[config.mk]
export PLATFORM = sky130hd
export DESIGN_NAME = muldiv_unit
export DESIGN_NICKNAME = d
export VERILOG_FILES = /design/src/rtl/mips_pkg.sv /design/src/rtl/muldiv_sign_fix.sv /design/src/rtl/muldiv_unit.sv
export SDC_FILE = /design/constraint.sdc
export NUM_CORES = 1
export LEC_CHECK = 0
export ABC_CLOCK_PERIOD_IN_PS = 12100
export CAP_MARGIN = 10
export CORE_MARGIN = 3
export CORE_UTILIZATION = 35
export DETAILED_ROUTE_END_ITERATION = 10
export PLACE_DENSITY_LB_ADDON = 0.08
export SKIP_CTS_REPAIR_TIMING = 1
export SYNTH_ARGS = -nofsm -noshare
export SYNTH_HDL_FRONTEND = slang
export SYNTH_HIERARCHICAL = 1
export SYNTH_SLANG_ARGS = --single-unit
[constraint.sdc]
create_clock -name clk -period 12.1 [get_ports clk]
set_input_delay 2.42 -clock clk [delete_from_list [all_inputs] [get_ports clk]]
set_output_delay 2.42 -clock clk [all_outputs]
set_load 0.05 [all_outputs]
[src/rtl/mips_pkg.sv]
// Shared MIPS core definitions: HI/LO unit op encodings, unit FSM states,
// default datapath width and the opcode/funct constants used by decode.
package mips_pkg;

    localparam int MD_WIDTH = 32;

    // HI/LO unit operation select
    localparam logic [1:0] MD_MULT  = 2'b00;
    localparam logic [1:0] MD_MULTU = 2'b01;
    localparam logic [1:0] MD_DIV   = 2'b10;
    localparam logic [1:0] MD_DIVU  = 2'b11;

    typedef enum logic [1:0] {
        ST_IDLE = 2'd0,
        ST_MUL  = 2'd1,
        ST_DIV  = 2'd2,
        ST_FIN  = 2'd3
    } md_state_t;

    // Primary opcodes
    localparam logic [5:0] OP_SPECIAL = 6'b000000;
    localparam logic [5:0] OP_BEQ     = 6'b000100;
    localparam logic [5:0] OP_ADDI    = 6'b001000;
    localparam logic [5:0] OP_LW      = 6'b100011;
    localparam logic [5:0] OP_SW      = 6'b101011;

    // SPECIAL funct codes
    localparam logic [5:0] FN_ADD   = 6'b100000;
    localparam logic [5:0] FN_SUB   = 6'b100010;
    localparam logic [5:0] FN_AND   = 6'b100100;
    localparam logic [5:0] FN_OR    = 6'b100101;
    localparam logic [5:0] FN_SLT   = 6'b101010;
    localparam logic [5:0] FN_MFHI  = 6'b010000;
    localparam logic [5:0] FN_MTHI  = 6'b010001;
    localparam logic [5:0] FN_MFLO  = 6'b010010;
    localparam logic [5:0] FN_MTLO  = 6'b010011;
    localparam logic [5:0] FN_MULT  = 6'b011000;
    localparam logic [5:0] FN_MULTU = 6'b011001;
    localparam logic [5:0] FN_DIV   = 6'b011010;
    localparam logic [5:0] FN_DIVU  = 6'b011011;

    function automatic logic md_is_div(input logic [1:0] op);
        return op[1];
    endfunction

    function automatic logic md_is_signed(input logic [1:0] op);
        return ~op[0];
    endfunction

endpackage

[src/rtl/muldiv_sign_fix.sv]
// Turns the unsigned magnitude result of the iterative datapath into the
// architectural HI/LO values. Multiply negates the whole double-width
// product; divide negates quotient and remainder independently.
module muldiv_sign_fix
    import mips_pkg::*;
#(
    parameter int WIDTH = MD_WIDTH
) (
    input  logic               is_div,
    input  logic               neg_lo,
    input  logic               neg_hi,
    input  logic [2*WIDTH-1:0] mag,
    output logic [WIDTH-1:0]   hi,
    output logic [WIDTH-1:0]   lo
);

    // Apply the result sign(s) captured at accept time
    always_comb begin
        if (is_div) begin
            lo = neg_lo ? -mag[WIDTH-1:0]       : mag[WIDTH-1:0];
            hi = neg_hi ? -mag[2*WIDTH-1:WIDTH] : mag[2*WIDTH-1:WIDTH];
        end else begin
            {hi, lo} = neg_lo ? -mag : mag;
        end
    end

endmodule

[src/rtl/muldiv_unit.sv]
// Iterative MIPS HI/LO multiply/divide unit. One bit per cycle on operand
// magnitudes, sign fix-up folded into the transition to FIN.
// Build option: define MULDIV_DIV_EN to build the restoring divider; without
// it DIV/DIVU complete one edge after accept with err=1 and HI/LO untouched.
module muldiv_unit
    import mips_pkg::*;
#(
    parameter int WIDTH = MD_WIDTH
) (
    input  logic             clk,
    input  logic             reset,
    input  logic             start,
    input  logic [1:0]       op,
    input  logic [WIDTH-1:0] a,
    input  logic [WIDTH-1:0] b,
    input  logic             hi_we,
    input  logic             lo_we,
    input  logic [WIDTH-1:0] wdata,
    output logic             busy,
    output logic             done,
    output logic             err,
    output logic [WIDTH-1:0] hi,
    output logic [WIDTH-1:0] lo
);

    localparam int            CW   = $clog2(WIDTH + 1);
    localparam logic [CW-1:0] LAST = CW'(WIDTH);

    md_state_t          state, state_nxt;
    logic [2*WIDTH-1:0] acc, acc_step;
    logic [WIDTH-1:0]   opnd;
    logic [CW-1:0]      cnt;
    logic               is_div_r, neg_lo, neg_hi, skip;
    logic               idle_or_fin, accept, op_div, a_neg, b_neg, b_zero;
    logic [WIDTH-1:0]   a_mag, b_mag, fix_hi, fix_lo;
    logic [WIDTH:0]     mul_sum;
`ifdef MULDIV_DIV_EN
    logic [WIDTH:0]     rem_sh, rem_sub;
`endif

    assign idle_or_fin = (state == ST_IDLE) || (state == ST_FIN);
    assign accept      = start && idle_or_fin;
    assign op_div      = md_is_div(op);
    assign a_neg       = md_is_signed(op) && a[WIDTH-1];
    assign b_neg       = md_is_signed(op) && b[WIDTH-1];
    assign a_mag       = a_neg ? -a : a;
    assign b_mag       = b_neg ? -b : b;
    assign b_zero      = (b == '0);

    // State register
    always_ff @(posedge clk or posedge reset) begin
        if (reset) state <= ST_IDLE;
        else       state <= state_nxt;
    end

    // Next state: skip covers divide-by-zero and the divider-less build,
    // both of which spend one cycle in DIV so completion lands on edge 1
    always_comb begin
        state_nxt = state;
        case (state)
            ST_IDLE, ST_FIN: state_nxt = accept ? (op_div ? ST_DIV : ST_MUL) : ST_IDLE;
            ST_MUL:          if (cnt == LAST) state_nxt = ST_FIN;
            ST_DIV:          if (skip || cnt == LAST) state_nxt = ST_FIN;
            default:         state_nxt = ST_IDLE;
        endcase
    end

    // FSM outputs
    always_comb begin
        busy = (state == ST_MUL) || (state == ST_DIV);
        done = (state == ST_FIN);
    end

    // One iteration: shift-add multiply (multiplier in acc low half) or
    // restoring divide (remainder in acc high half, quotient shifts in low)
    always_comb begin
        acc_step = acc;
        mul_sum  = {1'b0, acc[2*WIDTH-1:WIDTH]} + (acc[0] ? {1'b0, opnd} : '0);
`ifdef MULDIV_DIV_EN
        rem_sh   = {acc[2*WIDTH-1:WIDTH], acc[WIDTH-1]};
        rem_sub  = rem_sh - {1'b0, opnd};
`endif
        if (state == ST_MUL) begin
            acc_step = {mul_sum, acc[WIDTH-1:1]};
        end
`ifdef MULDIV_DIV_EN
        else if (state == ST_DIV) begin
            acc_step = (rem_sh >= {1'b0, opnd}) ? {rem_sub[WIDTH-1:0], acc[WIDTH-2:0], 1'b1}
                                                : {rem_sh[WIDTH-1:0],  acc[WIDTH-2:0], 1'b0};
        end
`endif
    end

    muldiv_sign_fix #(.WIDTH(WIDTH)) u_sign_fix (
        .is_div (is_div_r),
        .neg_lo (neg_lo),
        .neg_hi (neg_hi),
        .mag    (acc),
        .hi     (fix_hi),
        .lo     (fix_lo)
    );

    // Operand capture, iteration, MTHI/MTLO and result write-back.
    // A start in IDLE/FIN takes priority over a same-cycle HI/LO write.
    always_ff @(posedge clk or posedge reset) begin
        if (reset) begin
            acc      <= '0;
            opnd     <= '0;
            cnt      <= '0;
            is_div_r <= 1'b0;
            neg_lo   <= 1'b0;
            neg_hi   <= 1'b0;
            skip     <= 1'b0;
            err      <= 1'b0;
            hi       <= '0;
            lo       <= '0;
        end else if (accept) begin
            // divide-by-zero preloads its architectural result {a, all ones}
            acc      <= (op_div && b_zero) ? {a, {WIDTH{1'b1}}}
                                           : {{WIDTH{1'b0}}, (op_div ? a_mag : b_mag)};
            opnd     <= op_div ? b_mag : a_mag;
            cnt      <= '0;
            is_div_r <= op_div;
            neg_lo   <= a_neg ^ b_neg;
            neg_hi   <= a_neg;
`ifdef MULDIV_DIV_EN
            skip     <= op_div && b_zero;
`else
            skip     <= op_div;
`endif
            err      <= 1'b0;
        end else if (idle_or_fin) begin
            if (hi_we) hi <= wdata;
            if (lo_we) lo <= wdata;
        end else if (state_nxt == ST_FIN) begin
            if (skip) begin
                err <= 1'b1;
`ifdef MULDIV_DIV_EN
                hi  <= acc[2*WIDTH-1:WIDTH];
                lo  <= acc[WIDTH-1:0];
`endif
            end else begin
                hi <= fix_hi;
                lo <= fix_lo;
            end
        end else begin
            acc <= acc_step;
            cnt <= cnt + CW'(1);
        end
    end

endmodule

==> out/qor.csv <==
stage,metric,value,unit
final_layout,Area Overhead vs Synth,20.7,%
yosys,Syn Std Cell Area,0.0128,mm²
clock_tree,H-tree levels,4,
clock_tree,"Reg clk slew, reported paths",0.07,ns
yosys,async set-reset flop share out of synthesis,100,%
power_and_ir_drop,Comb power frac,61.7,%
clock_tree,clk sinks,172,
drt,Vias per Instance,5.66,
final_layout,proportion of layout cells with a drive suffix above 1,4.86,%
yosys,top-area cell type share of the netlist area,33.5,%
power_and_ir_drop,Seq pwr share,26.2,%
yosys,top post-synthesis cells by area,"dfrtp_1, a21oi_1, xnor2_1, mux2i_1, nor2_1",
drt,WL/cell,21.1,µm
yosys,commonest cells in the synthesized netlist,"nor2_1, a21oi_1, dfrtp_1, nand2_1, o21ai_0",
global_routing,initial antenna violation count,0,
clock_tree,worst skew pair latency,0.45,ns
power_and_ir_drop,VDD IR max,0.155,mV
floorplanning,Die Footprint,0.0390,mm²
power_and_ir_drop,P_leak,6.26,nW
worst_setup_path,CP Class,primary input to flop,
power_and_ir_drop,Switch Pwr,2.37,mW
worst_setup_path,Critical Path RT,12.47,ns
worst_setup_path,Worst Path Arrival,6.33,ns
final_layout,multi-input combinational cell area,0.00814,mm²
flow_run,number of max-cap violations,0,
drt,drt drc,0,
sta,Least-Margin Pin Slew,1.07,ns
run_status,status,finished clean,
floorplanning,Die Span Y,198,µm
drt,Vias,12278,
floorplanning,Initial Utilization,35.8,%
worst_hold_path,worst hold path class,flop to flop,
yosys,synthesis-stage register bit count,172,
global_routing,GRT overflow,0,
place,dpl cells,2137,
worst_setup_path,Reg2Reg Depth,13,
yosys,"Distinct cells, synth",76,
final_layout,FILL cells,3657,
final_layout,ant diodes,0,
sta,Finish-stage setup viols,0,
yosys,Mean Syn Cell Area,8.14,µm²
sta,Fin Clk Skew,0.0164,ns
yosys,"EDFF count, synth",0,
final_layout,post-route cell area,0.0155,mm²
global_routing,first-pass GRT wire length,69600,µm
floorplanning,# rows,69,
yosys,biggest area consumer among synthesized cells,dfrtp_1,
floorplanning,Core ar.,0.0358,mm²
power_and_ir_drop,internal power,2.22,mW
sta,Fmax achieved,168,MHz
clock_tree,CTS tree,done,
yosys,Syn Nets,1722,
place,placed wire-length estimate,34900,µm
sta,post-route clock period utilization,49.2,%
final_layout,Seq. cell area,0.00430,mm²
place,routability cong.,0.942,
sta,"Hold Violations, Final",0,
drt,DR pass1 iterations,6,
worst_setup_path,CP Capture Type,flop,
drt,Iter 0 DRT Violations,971,
power_and_ir_drop,pwr/cell area,296,mW/mm²
worst_setup_path,type of origin of the critical path,primary input,
sta,setup ws final,6.15,ns
yosys,"count leader, synth",nor2_1,
yosys,sequential area share after synthesis,33.5,%
sta,Setup TNS,0,ns
sta,Pins Over Slew Limit,0,
yosys,dominant synthesized flop cell,dfrtp_1,
yosys,cells after synthesis,1577,
final_layout,non-filler instance count after layout,2168,
drt,"antenna viol nets, final",0,
final_layout,Final nets,1840,
global_routing,GRT Util Overall,23.1,%
yosys,synth warn,6,
worst_hold_path,hold path cells,2,
sta,RSZ-0062 raised after global routing,no,
clock_tree,Clock Path Buffers,2,
worst_setup_path,CP max FO,22,
global_routing,vias in the first global route,11477,
clock_tree,clock root cell,clkbuf_16,
sta,min Tclk post-route,5.95,ns
clock_tree,total CTS buffers,17,
place,"worst slack, placed",5.74,ns
floorplanning,IO Count,170,
power_and_ir_drop,clock share of power,12.1,%
floorplanning,Die X,198,µm
place,Placement Cell Area,0.0149,mm²
place,I/O Buffers,169,
power_and_ir_drop,switching share of total power,51.6,%
global_routing,largest net degree at the start of global routing,85,
drt,Final Routed Wirelength,45700,µm
sta,Worst slew margin,28.3,%
[power groups by stage]
stage / combinational, mW / sequential, mW / clock (mW)
floorplan: 1.68 / 1.44 / 0
global placement: 2.80 / 1.20 / 0
detailed placement: 2.81 / 1.21 / 0
CTS: 2.83 / 1.20 / 0.568
global route: 3.10 / 1.25 / 0.588
finish: 2.83 / 1.20 / 0.557
[state kept, by name, summed over array words and instances, names as in the netlist]
signal	flops
neg_hi	1
cnt	6
skip	1
acc	64
lo	32
err	1
state	2
opnd	32
neg_lo	1
hi	32
[area by class of cell]
type                    instances  share of cell area (%)
clock buffers                  23                    3.15
repair buffers                187                    11.8
flip-flops and latches        172                    27.8
inverters                      21                   0.541
well taps                     461                    3.72
multi-input cells            1296                    52.5
clock inverters                 8                   0.549
[final timing paths]
| path | start | endpoint | slack (ns) |
|---|---|---|---|
| setup / recovery | b[11] | acc[40] | 6.15 |
| hold / removal | opnd[4] | opnd[4] | 0.48 |
| setup reg to reg | acc[0] | acc[63] | 7.98 |
| hold reg to reg | opnd[4] | opnd[4] | 0.48 |
| max in group asynchronous | reset | lo[3] | 8.40 |
| min in group asynchronous | reset | lo[22] | 2.47 |
[critical path: stages]
cell and delay (ns):
clkdlybuf4s50_1 0.50, or4_4 0.58, or3_4 0.37, nor4_4 0.21, nand3_2 0.20, nor4b_4 0.25
buf_4 0.32, nor2_1 0.22, nor2_2 0.86, a221oi_1 0.23, nor2_1 0.14
[routing by layer]
| metal | global-route usage, % | up-vias | share of wire [%] |
|---|---|---|---|
| met2 | 33.8 | 461 | 42 |
| met3 | 3.00 | 50 | 6.3 |
| met1 | 35.6 | 5853 | 50 |
| met4 | 6.13 | 0 | 1.7 |
| li1 | - | 5914 | - |
| met5 | 0 | - | 0 |
[stage by stage]
| step | total power, mW | hold slack, ns | utilization, % |
|---|---|---|---|
| finish | 4.59 | 0.481 | 43.3 |
| global route | 4.93 | 0.504 | 43.3 |
| CTS | 4.59 | 0.482 | 43.3 |
| detailed placement | 4.02 | 0.465 | 41.7 |
| global placement | 4.00 | 0.454 | 41.7 |
| floorplan | 3.12 | 0.442 | - |
[cells in the final DEF, fill, tap and decap left out, drive strengths merged, types with 4 or more instances in the layout]
master / instances
clkdlybuf4s50: 168
or3: 17
a21oi: 178
ha: 41
nand3: 22
mux2i: 74
o41ai: 7
a31oi: 21
and3: 8
and2: 39
clkbuf: 23
clkinv: 4
inv: 22
or2: 7
a21o: 12
nand4: 7
nor3: 38
xnor2: 88
a32o: 6
a221oi: 7
xor2: 59
nand3b: 4
o221ai: 13
or4: 14
a22oi: 13
dfrtp: 172
o31ai: 19
nand2: 171
o21a: 4
nand2b: 14
o21bai: 4
a211oi: 11
o22ai: 14
nor2: 181
a32oi: 4
buf: 19
o21ai: 126
nor2b: 8
nor4: 20
[cells by family (layout without fill, tap and decap cells)]
| logic type | after synthesis | in the layout | synth area share [%] |
|---|---|---|---|
| compound gates | 467 | 467 | 21.9 |
| xor+xnor | 147 | 147 | 10.0 |
| fa+ha+maj | 42 | 42 | 4.15 |
| buf+inv | 109 | 239 | 3.45 |
| flops | 172 | 172 | 33.5 |
| mux | 77 | 77 | 6.03 |
| simple gates | 563 | 563 | 20.9 |
(Power assumes the default switching activity.)
